<file path="config.mk">
export PLATFORM = sky130hd
export DESIGN_NAME = alu_arbiter_flat
export DESIGN_NICKNAME = d
export VERILOG_FILES = /design/src/rtl/riscv_pkg.sv /design/src/rtl/alu_arbiter_if.sv /design/src/rtl/alu.sv /design/src/rtl/alu_arbiter.sv /design/src/flat_wrapper.sv
export SDC_FILE = /design/constraint.sdc
export NUM_CORES = 1
export LEC_CHECK = 0
export CORE_MARGIN = 4
export CORE_UTILIZATION = 62
export DETAILED_ROUTE_END_ITERATION = 7
export PLACE_DENSITY = 0.9
export SYNTH_ARGS = -nofsm -noshare
export SYNTH_HDL_FRONTEND = slang
export SYNTH_HIERARCHICAL = 1
export SYNTH_SLANG_ARGS = --single-unit
export TNS_END_PERCENT = 1
</file>
<file path="constraint.sdc">
create_clock -name clk -period 17.3 [get_ports clk]
set_input_delay 1.73 -clock clk [delete_from_list [all_inputs] [get_ports clk]]
set_output_delay 1.73 -clock clk [all_outputs]
set_load 0.05 [all_outputs]
</file>
<file path="src/rtl/riscv_pkg.sv">
// riscv_pkg: shared ALU types and arbiter limits
package riscv_pkg;
    localparam int ALU_NUM_REQ_MAX = 4;
    typedef logic [31:0] word_t;
    typedef enum logic [3:0] {
        ALU_ADD  = 4'd0,
        ALU_SUB  = 4'd1,
        ALU_SLL  = 4'd2,
        ALU_SLT  = 4'd3,
        ALU_SLTU = 4'd4,
        ALU_XOR  = 4'd5,
        ALU_SRL  = 4'd6,
        ALU_SRA  = 4'd7,
        ALU_OR   = 4'd8,
        ALU_AND  = 4'd9
    } alu_op_t;
endpackage

</file>
<file path="src/rtl/alu_arbiter_if.sv">
// alu_arbiter_if: request/response bundle between requesters and the shared ALU
interface alu_arbiter_if import riscv_pkg::*; #(parameter int NUM_REQ = 2);
    logic [NUM_REQ-1:0] req_valid;
    logic [NUM_REQ-1:0] req_ready;
    alu_op_t            req_op [NUM_REQ];
    word_t              req_a  [NUM_REQ];
    word_t              req_b  [NUM_REQ];
    logic [NUM_REQ-1:0] rsp_valid;
    logic [NUM_REQ-1:0] rsp_ready;
    word_t              rsp_result;
    logic               rsp_zero;
    modport master (
        output req_valid, req_op, req_a, req_b, rsp_ready,
        input  req_ready, rsp_valid, rsp_result, rsp_zero
    );
    modport slave (
        input  req_valid, req_op, req_a, req_b, rsp_ready,
        output req_ready, rsp_valid, rsp_result, rsp_zero
    );
endinterface

</file>
<file path="src/rtl/alu.sv">
// alu: combinational RV32 integer ALU, undefined ops yield zero
module alu import riscv_pkg::*; (
    input  alu_op_t op,
    input  word_t   a,
    input  word_t   b,
    output word_t   result,
    output logic    zero
);
    always_comb begin
        case (op)
            ALU_ADD:  result = a + b;
            ALU_SUB:  result = a - b;
            ALU_SLL:  result = a << b[4:0];
            ALU_SLT:  result = {31'b0, $signed(a) < $signed(b)};
            ALU_SLTU: result = {31'b0, a < b};
            ALU_XOR:  result = a ^ b;
            ALU_SRL:  result = a >> b[4:0];
            ALU_SRA:  result = word_t'($signed(a) >>> b[4:0]);
            ALU_OR:   result = a | b;
            ALU_AND:  result = a & b;
            default:  result = '0;
        endcase
    end
    assign zero = result == '0;
endmodule

</file>
<file path="src/rtl/alu_arbiter.sv">
// alu_arbiter: round-robin sharing of one ALU with a single registered response slot
module alu_arbiter import riscv_pkg::*; #(parameter int NUM_REQ = 2) (
    input logic         clk,
    input logic         rst_n,
    alu_arbiter_if.slave bus
);
    localparam int IW = $clog2(NUM_REQ);
    if (NUM_REQ < 2 || NUM_REQ > ALU_NUM_REQ_MAX) begin : g_bad_num_req
        $error("alu_arbiter: NUM_REQ out of range");
    end
    logic [IW-1:0] last_q, owner_q, win, idx;
    logic          rsp_v_q, zero_q, found, drain, accept, alu_zero;
    word_t         result_q, alu_res, alu_a, alu_b;
    alu_op_t       alu_op;
    logic [31:0]   busy_cycles;
    // highest-priority candidate is visited last so it overrides earlier hits
    always_comb begin
        win = '0;
        idx = '0;
        found = 1'b0;
        for (int k = NUM_REQ; k >= 1; k--) begin
            idx = IW'((int'(last_q) + k) % NUM_REQ);
            if (bus.req_valid[idx]) begin
                win = idx;
                found = 1'b1;
            end
        end
    end
    assign drain  = rsp_v_q & bus.rsp_ready[owner_q];
    assign accept = rst_n & found & (~rsp_v_q | drain);
    assign alu_op = accept ? bus.req_op[win] : ALU_ADD;
    assign alu_a  = accept ? bus.req_a[win] : '0;
    assign alu_b  = accept ? bus.req_b[win] : '0;
    alu u_alu (.op(alu_op), .a(alu_a), .b(alu_b), .result(alu_res), .zero(alu_zero));
    assign bus.req_ready  = {NUM_REQ{accept}} & (NUM_REQ'(1) << win);
    assign bus.rsp_valid  = {NUM_REQ{rsp_v_q}} & (NUM_REQ'(1) << owner_q);
    assign bus.rsp_result = result_q;
    assign bus.rsp_zero   = zero_q;
    always_ff @(posedge clk or negedge rst_n) begin
        if (!rst_n) begin
            rsp_v_q     <= 1'b0;
            owner_q     <= '0;
            result_q    <= '0;
            zero_q      <= 1'b0;
            last_q      <= IW'(NUM_REQ - 1);
            busy_cycles <= '0;
        end else begin
            if (accept) begin
                rsp_v_q  <= 1'b1;
                owner_q  <= win;
                last_q   <= win;
                result_q <= alu_res;
                zero_q   <= alu_zero;
            end else if (drain) begin
                rsp_v_q <= 1'b0;
            end
            if (|bus.req_valid && !accept && busy_cycles != '1)
                busy_cycles <= busy_cycles + 32'd1;
        end
    end
endmodule

</file>
<file path="src/flat_wrapper.sv">
// flat-port wrapper written by rule: the top's interface ports become plain ports
module alu_arbiter_flat import riscv_pkg::*;
#(parameter int NUM_REQ = 2)
  (clk, rst_n, bus_req_valid, bus_req_op, bus_req_a, bus_req_b, bus_rsp_ready, bus_req_ready, bus_rsp_valid, bus_rsp_result, bus_rsp_zero);
  alu_arbiter_if #(.NUM_REQ(NUM_REQ)) bus_i ();
  input logic clk;
  input logic rst_n;
  input wire logic [$bits(bus_i.req_valid)-1:0] bus_req_valid;
  input wire logic [$bits(bus_i.req_op)-1:0] bus_req_op;
  input wire logic [$bits(bus_i.req_a)-1:0] bus_req_a;
  input wire logic [$bits(bus_i.req_b)-1:0] bus_req_b;
  input wire logic [$bits(bus_i.rsp_ready)-1:0] bus_rsp_ready;
  output wire logic [$bits(bus_i.req_ready)-1:0] bus_req_ready;
  output wire logic [$bits(bus_i.rsp_valid)-1:0] bus_rsp_valid;
  output wire logic [$bits(bus_i.rsp_result)-1:0] bus_rsp_result;
  output wire logic [$bits(bus_i.rsp_zero)-1:0] bus_rsp_zero;
  assign bus_i.req_valid = bus_req_valid;
  assign bus_i.req_op = {>>{bus_req_op}};
  assign bus_i.req_a = {>>{bus_req_a}};
  assign bus_i.req_b = {>>{bus_req_b}};
  assign bus_i.rsp_ready = bus_rsp_ready;
  assign bus_req_ready = bus_i.req_ready;
  assign bus_rsp_valid = bus_i.rsp_valid;
  assign bus_rsp_result = bus_i.rsp_result;
  assign bus_rsp_zero = bus_i.rsp_zero;
  alu_arbiter #(.NUM_REQ(NUM_REQ)) u_core (.clk(clk), .rst_n(rst_n), .bus(bus_i));
endmodule
</file>
======== Yosys cells after proc, flatten, opt, wreduce, memory -nomap -nowiden ========
Cells that the tools add are included.
word-level totals
  register bits after elaboration ......... 36
  output and inout port bits .............. 37
  logic and storage cells ................. 68
operators by class
  add/sub/neg operators ................... 4
  $lt $le $gt $ge ......................... 6
  equal/unequal tests ..................... 9
  shift-type cells ........................ 5
  mux-type cells .......................... 25
  bitwise operators ....................... 11
  reductions and logical operators ........ 3
operator list
  operator                                             count
  case mux 32 bit (10 select lines)                    1
  two-way mux 32 bit                                   8
  < comparator 32 bit                                  2
  adder 32 bit                                         1
  bitwise AND 32 bit                                   1
  logical NOT 32 bit                                   1
  bitwise OR 32 bit                                    1
  << shifter 32 x 5 -> 32 bit                          1
  >> shifter 32 x 5 -> 32 bit                          1
  >>> shifter 32 x 5 -> 32 bit                         1
  subtractor 32 bit                                    1
  bitwise XOR 32 bit                                   1
  equality test 4 x 3 -> 1 bit, second input constant  4
  two-way mux 4 bit                                    4
  two-way mux 1 bit                                    12
  equality test 4 x 2 -> 1 bit, second input constant  2
  equality test 4 bit, second input constant           2
  < comparator 1 x 2 -> 1 bit, second input constant   3
  bitwise AND 2 bit                                    2
  equality test 4 x 1 -> 1 bit, second input constant  1
  logical NOT 4 bit                                    1
  << shifter 1 x 1 -> 2 bit, first input constant      2
  bitwise AND 1 bit                                    3
  adder 1 bit, second input constant                   2
  5 further kinds                                      5

======== Longest topological paths before layout ========
Gate-level depths: netlist of run 1.
  depth in word-level cells ............... 13
  depth in mapped cells ................... 24
  gate-level depth less buffers ........... 18

======== Cells and area by module ========
The synthesis of run 1 kept the hierarchy.
modules (own cells, without submodules)
  module       instances  cells an instance  area each (sq um)  seq. area each (sq um)
  alu          1          1,327              9,150.0            0.0
  alu_arbiter  1          317                2,447.3            902.1

======== Least setup slack after synthesis of run 1 ========
Ideal clock, no wire load.
  kind .................................... in2reg
  start point ............................. input bus_rsp_ready[0]
  end point ............................... register u_core.zero_q (netlist: u_core/bus.rsp_zero)
  data arrival time ....................... 6.721 ns
  data required time ...................... 17.175 ns
  path slack .............................. 10.454 ns
  stages on the path ...................... 22
  buffers on the path ..................... 5
  path through ............................ mux2_4 -> o21ai_4 -> buf_6 -> buf_6 -> a21oi_1 -> inv_1 -> buf_1 -> buf_1 -> clkbuf_1 -> ha_1 -> nor2b_1 -> o2111a_1 -> o311ai_0 -> o21ai_0 -> o31a_1 -> or4_1 -> nand3b_1 -> a32o_1 -> nor4_1 -> nand4_1 -> nor3_2 -> mux2_2
on the way
  word-level cells in the longest chain between the ends .. 9
ends and longest elaborated chain
  what                                                    RTL line            text
  start, declared                                         flat_wrapper.sv:12  input wire logic [$bits(bus_i.rsp_ready)-1:0] bus_rsp_ready;
  two-way mux 1 bit (not written as such) * (2 in a row)  alu_arbiter.sv:29   assign drain = rsp_v_q & bus.rsp_ready[owner_q];
  bitwise AND 1 bit *                                     alu_arbiter.sv:29
  bitwise OR 1 bit *                                      alu_arbiter.sv:30   assign accept = rst_n & found & (~rsp_v_q | drain);
  bitwise AND 1 bit *                                     alu_arbiter.sv:30
  two-way mux 32 bit *                                    alu_arbiter.sv:33   assign alu_b = accept ? bus.req_b[win] : '0;
  named net u_core.alu_b[2]                               alu_arbiter.sv:13   word_t result_q, alu_res, alu_a, alu_b;
  subtractor 32 bit (tied with other cells)               alu.sv:12           ALU_SUB: result = a - b;
  case mux 32 bit (10 select lines) *                     alu.sv:10           case (op)
  named net u_core.alu_res[28]                            alu_arbiter.sv:13
  logical NOT 32 bit *                                    alu.sv:24           assign zero = result == '0;
  named net u_core.alu_zero                               alu_arbiter.sv:12   logic rsp_v_q, zero_q, found, drain, accept, alu_zero;
  end signal, assigned                                    alu_arbiter.sv:53   zero_q <= alu_zero;
  end, declared                                           alu_arbiter.sv:12
Mark *: on every way through the listed nets, which the timed path passes. The rest lies on a longest branch. The select of a mux whose other input is x is not followed.
A chain may end at the register's enable or synchronous reset.

======== Worst setup path in the final report of run 1 ========
  start point ............................. input bus_req_valid[0]
  end point ............................... register u_core.zero_q (netlist: u_core/bus.rsp_zero)
on the way
  word-level cells in the longest chain between the ends .. 12
ends and longest elaborated chain
  what                                                   RTL line           text
  start, declared                                        flat_wrapper.sv:8  input wire logic [$bits(bus_i.req_valid)-1:0] bus_req_valid;
  two-way mux 1 bit (not written as such) (2 in a row)   alu_arbiter.sv:23  if (bus.req_valid[idx]) begin
  two-way mux 1 bit (2 in a row)                         alu_arbiter.sv:23
  inverter 1 -> 2 bit (not written as such)              alu_arbiter.sv:33
  two-way mux 32 bit (not written as such) (3 in a row)  alu_arbiter.sv:33
  two-way mux 32 bit *                                   alu_arbiter.sv:33
  named net u_core.alu_b[1]                              alu_arbiter.sv:13
  subtractor 32 bit (tied with other cells)              alu.sv:12
  case mux 32 bit (10 select lines) *                    alu.sv:10
  named net u_core.alu_res[27]                           alu_arbiter.sv:13
  logical NOT 32 bit *                                   alu.sv:24
  named net u_core.alu_zero                              alu_arbiter.sv:12
Marks and branches as above.

==> out/results.ini, run 1 <==
[power_and_ir_drop]
clkPwrFrac_pct = 9.3
p_sw_share_pct = 54.9
p_total_mw = 0.991
power_frac_comb_pct = 77.2
p_leak_nw = 5.35
pwr_density_cell_mw_per_mm2 = 73.0
p_int_mw = 0.447
share_seq_of_total_power_pct = 13.4
p_sw_mw = 0.543
ir_drop_mv = 0.105

[synthesis]
synthesis.area_sq_mm = 0.0116
yosys.area.top_type = ha_1
synth_top_area_share_pct = 10.7
synth_edf_count = 0
synth_cell_types = 92
async_reset_ff_share_pct = 100
synth_cells = 1644
ys_seq_elements = 36
syn_area_per_cell_sq_um = 7.05
yosysWarnings = 6
synthesis.nets = 1887
ys_seq_area_share_pct = 7.78
synth.area.top_cells = ha_1 11%, nand2_1 8.5%, a21oi_1 7.8%
synth_common_cells = 262 x nand2_1, 181 x a21oi_1, 127 x nor2_1, 99 x ha_1, 98 x inv_1
synth.most_common_cell = nand2_1
synth-main-ff-cell = dfrtp_1

[layout]
syn_to_final_growth_pct = 17.1
layout-drive-gt1-share_pct = 10.3
fin_nets = 1983
fillers = 1504
stdcell_count = 1970
diodes = 0

[setup_path]
crit_arrival_ns = 8.84
r2r_cells = 18
end_kind = flop
rrSetupSlack_ns = 10.17
critPathMaxFanout = 58
cp.required_ns = 17.52
startpoint_type = input pin
setup.worst_path.class = input pin to flop

[sta]
fin_skew_ns = 0.00690
worstMarginPinSlew_ns = 1.34
fmax_mhz = 116
maxSlewViolCount = 0
finalHoldViolCount = 0
rsz0062_at_grt = no
slew_headroom_pct = 9.64
whs_ns = 0.502
period_needed_ns = 8.61
fin_tns_setup_ns = 0
fin_ws_ns = 8.69
fin_crit_sh_pct = 49.8
setup_viol = 0

[detailed_routing]
wl_mm = 48.8
post_drt_wl_per_cell_um = 24.8
first_pass_iters = 8
final_antenna_net_count = 0
vias_per_cell = 7.38
vias = 14537
first_iter_violations = 2531
drc = 37

[floorplanning]
rows = 49
fp.dieW_um = 145
die_area_sq_mm = 0.0210
core_sq_mm = 0.0182
initial_utilization_pct = 63.7
die_h_um = 145
ioPinCount = 179

[clock_tree]
cts.hold.buffers_added = 0
numCtsBuffers = 5
cts_tree = done
cts_resized = 0
clkLatencyLatePin_ns = 0.28
cts_buffer_depth = 2
cts_htree_levels = 2
clkSinkCount = 36
root_buffer = clkbuf_16
clk_pin_slew_ns = 0.06
postCtsSetupRepairBufs = 0

[global_route]
antenna_found_initial = 1
grt_pass1_wl_mm = 74.1
grt_usage_pct = 44.8
grt_pass1_vias = 13338
grt_overflow = 0
grt_max_degree = 68

[worst_hold_path]
hold_depth = 1
min_path_type = flop to flop

[status]
violations = DRC
outcome = finished, violations left

[place]
dp_cells = 1962
portBuffers = 178
finalWeightedCongestion = 1.19
dp_slack_ns = 8.74
dp_hpwl_mm = 37.3

[run]
maxCapViolCount = 0

cells by family after synthesis:
logic type               after synthesis  synth area share [%]
multiplexers                         155                  18.2
AO/OA/AOI/OAI                        547                  31.3
AND/OR/NAND/NOR                      564                  22.2
adder cells (fa/ha/maj)              101                  11.0
buffers and inverters                230                  8.64
XOR/XNOR                              11                 0.831
flip-flops                            36                  7.78
stage by stage:
step	instance area [sq um]	utilization, %
2_1_floorplan	11600	-
3_3_place_gp	13400	73.7
3_5_place_dp	13400	73.7
4_1_cts	13600	74.6
5_1_grt	13600	74.6
6_report	13600	74.6
registers in the layout, summed over array words and instances (netlist names):
signal and flops:
u_core/owner_q 1, u_core/bus.rsp_zero 1, u_core/rsp_v_q 1, u_core/last_q 1, u_core/bus.rsp_result 32
routing by layer:
layer | track usage (%) | routed length [um] | part of all wire [%] | vias up
met5 | 0 | 13 | 0.027 | -
met1 | 55.3 | 17200 | 35 | 6573
met4 | 26.2 | 4080 | 8.4 | 2
met3 | 11.6 | 6810 | 14 | 356
li1 | - | - | - | 6291
met2 | 70.4 | 20700 | 42 | 1315
power by group through the flow:
stage / combinational (mW) / clock [mW] / sequential, mW
after floorplan: 0.399 / 0 / 0.236
after global placement: 0.724 / 0 / 0.133
after detailed placement: 0.735 / 0 / 0.134
after CTS: 0.739 / 0.0931 / 0.133
after global routing: 0.800 / 0.0979 / 0.136
final: 0.765 / 0.0925 / 0.133
final cells by class:
type                    count  area [sq um]  area share, %
multi-input cells        1378          9790           72.1
inverters                 102           383           2.82
clock buffers               7           143           1.05
flip-flops and latches     36           902           6.64
well taps                 229           287           2.11
repair buffers            217          2070           15.2
clock inverters             1          7.51         0.0553
final timing paths:
path                                           start                        end
max                                 bus_req_valid[0]        u_core/bus.rsp_zero
min                        u_core/bus.rsp_result[13]  u_core/bus.rsp_result[13]
max reg2reg                            u_core/last_q        u_core/bus.rsp_zero
min reg2reg                u_core/bus.rsp_result[13]  u_core/bus.rsp_result[13]
max in group asynchronous                      rst_n              u_core/last_q
min in group asynchronous                      rst_n   u_core/bus.rsp_result[5]
critical path, stage by stage:
cell             delay (ns)
clkdlybuf4s50_1        0.57
a21bo_2                0.40
nand2_1                0.15
a21oi_4                0.16
buf_4                  0.60
clkinv_1               1.02
ha_1                   0.68
a211oi_1               0.38
nor2_1                 0.16
a211oi_1               0.72
o211ai_1               0.36
o21ai_0                0.46
o21ai_0                0.19
nand2_1                0.11
a2bb2oi_1              0.10
nor4_1                 0.46
nand4_1                0.23
nor3_2                 0.14
mux2_2                 0.16
layout by cell type, fill, tap and decap left out, drive strengths merged, types with 35 or more instances in the layout:
master and count:
mux4 36, dfrtp 35, nand2 262, ha 99, mux2i 54, nor2 127
a21oi 181, o21ai 78, inv 99, mux2 65, clkdlybuf4s50 177, buf 40
(Power assumes the default switching activity.)
==> run 2, diff against run 1 <==
--- a/config.mk
+++ b/config.mk
@@ -6,9 +6,9 @@
 export NUM_CORES = 1
 export LEC_CHECK = 0
 export CORE_MARGIN = 4
-export CORE_UTILIZATION = 62
+export CORE_UTILIZATION = 52
 export DETAILED_ROUTE_END_ITERATION = 7
-export PLACE_DENSITY = 0.9
+export PLACE_DENSITY = 0.81
 export SYNTH_ARGS = -nofsm -noshare
 export SYNTH_HDL_FRONTEND = slang
 export SYNTH_HIERARCHICAL = 1
==> constraint.sdc (replaced) <==
create_clock -name clk -period 7.7 [get_ports clk]
set_input_delay 0.77 -clock clk [delete_from_list [all_inputs] [get_ports clk]]
set_output_delay 0.77 -clock clk [all_outputs]
set_load 0.05 [all_outputs]
==> out/results.ini, run 2 (synthesized netlist as in run 1, its figures left out) <==
[detailed_routing]
vias_per_cell = 7.13  ; -3.4%
first_iter_violations = 2375  ; -6.2%
vias = 14687  ; +1.0%
first_pass_iters = 6  ; -2
drc = 0  ; -100%
post_drt_wl_per_cell_um = 26.8  ; +8.3%
final_antenna_net_count = 0  ; unchanged
wl_mm = 55.3  ; +13%

[clock_tree]
postCtsSetupRepairBufs = 0  ; unchanged
clk_pin_slew_ns = 0.06  ; about the same
cts_buffer_depth = 2  ; unchanged
cts.hold.buffers_added = 0  ; unchanged
cts_tree = done
numCtsBuffers = 5  ; unchanged
cts_htree_levels = 2  ; unchanged
clkSinkCount = 36  ; unchanged
root_buffer = clkbuf_16
cts_resized = 0  ; unchanged
clkLatencyLatePin_ns = 0.29  ; about the same

[global_route]
antenna_found_initial = 2  ; +1
grt_max_degree = 84  ; +24%
grt_pass1_vias = 13447  ; +0.82%
grt_pass1_wl_mm = 81.7  ; +10%
grt_usage_pct = 42.7  ; -2.0 points
grt_overflow = 0  ; unchanged

[power_and_ir_drop]
share_seq_of_total_power_pct = 12.9  ; -0.5 points
ir_drop_mv = 0.222  ; +110%
p_int_mw = 1.04  ; +130%
p_total_mw = 2.31  ; +130%
power_frac_comb_pct = 77.8  ; +0.6 points
pwr_density_cell_mw_per_mm2 = 165  ; +130%
p_sw_mw = 1.27  ; +130%
p_leak_nw = 5.56  ; +3.9%
clkPwrFrac_pct = 9.4  ; about the same
p_sw_share_pct = 54.9  ; +0.079 points

[floorplanning]
core_sq_mm = 0.0219  ; +20%
die_area_sq_mm = 0.0248  ; +18%
rows = 54  ; +10%
fp.dieW_um = 157  ; +8.7%
ioPinCount = 179  ; unchanged
die_h_um = 157  ; +8.7%
initial_utilization_pct = 53.0  ; -11 points

[place]
portBuffers = 178  ; unchanged
dp_cells = 2052  ; +4.6%
finalWeightedCongestion = 1.11  ; -6.6%
dp_slack_ns = 0.492  ; -8.25 ns
dp_hpwl_mm = 43.7  ; +17%

[setup_path]
cp_top_family = compound AO/OA/AOI/OAI gates
end_kind = flop
rrSetupSlack_ns = 1.06  ; -9.11 ns
crit_buf_inv = 4  ; +1
cp.required_ns = 7.93  ; -9.59 ns
crit_path_max_incr_delay_ns = 0.73  ; -0.29 ns
crit_arrival_ns = 7.33  ; -1.51 ns
critPathMaxFanout = 28  ; -52%
startpoint_type = input pin
setup.worst_path.class = input pin to flop
slowest_stage = o21ai_4
crit_chain = clkdlybuf4s50_1, mux2_4, o21ai_4, buf_4, buf_4, a21oi_1, inv_1, ha_1, or4_1, nor4b_1, o211ai_1, o21a_1, a221oi_2, a221oi_1, o311ai_0, o2111ai_1, nor4b_1, nand4_1, nor3_2, mux2_2

[layout]
largest_reg_flops = 32  ; unchanged
final_cell_mix = 262 x nand2_1, 177 x clkdlybuf4s50_1, 173 x a21oi_1
multi_input_area_sq_mm = 0.00981  ; +0.26%
stdcell_count = 2060  ; +4.6%
regArea_sq_um = 902  ; unchanged
layout-drive-gt1-share_pct = 12.3  ; +2.0 points
syn_to_final_growth_pct = 20.6
fillers = 1993  ; +33%
fin_nets = 2022  ; +2.0%
layout_commonest_cell = nand2_1

[sta]
rsz0062_at_grt = no
whs_ns = 0.498  ; -0.00358 ns
fin_ws_ns = 0.602  ; -8.08 ns
fmax_mhz = 141
worstMarginPinSlew_ns = 1.30  ; -0.0342 ns
finalHoldViolCount = 0  ; unchanged
period_needed_ns = 7.10
fin_skew_ns = 0.00763  ; +0.000726 ns
fin_crit_sh_pct = 92.2
maxSlewViolCount = 0  ; unchanged
slew_headroom_pct = 12.9  ; +3.3 points
setup_viol = 0  ; unchanged
fin_tns_setup_ns = 0  ; unchanged

[worst_hold_path]
min_path_type = flop to flop

[status]
outcome = completed

[run]
maxCapViolCount = 0  ; unchanged

## run 2: cell count changes in the layout (fill, tap and decap cells not counted)
| cell | change |
|---|---|
| clkinvlp_4 | -1 |
| nor4_2 | -1 |
| nor4bb_4 | +1 |
| nor4_4 | +1 |
| nor4bb_2 | -1 |
| a21oi_4 | +1 |
| buf_12 | +2 |
| clkbuf_1 | -1 |
| clkbuf_8 | +1 |
| a21oi_2 | -1 |
| buf_4 | +37 |
| diode_2 | +1 |
## run 2: worst paths after layout
kind                                           from                        end  depth (start not counted)
max                                bus_rsp_ready[0]        u_core/bus.rsp_zero                         20
min                        u_core/bus.rsp_result[7]   u_core/bus.rsp_result[7]                          1
max reg2reg                          u_core/owner_q        u_core/bus.rsp_zero                         19
min reg2reg                u_core/bus.rsp_result[7]   u_core/bus.rsp_result[7]                          1
max in group asynchronous                     rst_n   u_core/bus.rsp_result[4]                          2
min in group asynchronous                     rst_n  u_core/bus.rsp_result[25]                          2
## run 2: cell type report
cell class              count  share of cell area, %
repair buffers            256                   17.1
well taps                 280                   2.50
inverters                 102                   2.74
diodes                      1                 0.0179
flip-flops and latches     36                   6.45
clock buffers               7                   1.09
multi-input cells        1378                   70.1
## run 2: per-layer routing
layer | GRT usage, % | wire length [um] | vias up
li1 | - | - | 6379
met1 | 53.9 | 20500 | 6855
met2 | 64.5 | 23300 | 1183
met3 | 11.3 | 6860 | 268
met4 | 27.5 | 4590 | 2
met5 | 0 | 13 | -
## run 2: power by group through the flow
| stage | combinational, mW | sequential (mW) | clock (mW) |
|---|---|---|---|
| after floorplan | 0.896 | 0.530 | 0 |
| final | 1.80 | 0.298 | 0.217 |
| after global placement | 1.73 | 0.297 | 0 |
| after global routing | 1.88 | 0.306 | 0.229 |
| after detailed placement | 1.74 | 0.301 | 0 |
| after CTS | 1.75 | 0.298 | 0.220 |
## run 2: through the flow
stage | util, % | area, sq um
after floorplan | - | 11600
after global placement | 63.2 | 13800
after detailed placement | 63.2 | 13800
after CTS | 63.9 | 14000
after global routing | 63.9 | 14000
final | 63.9 | 14000
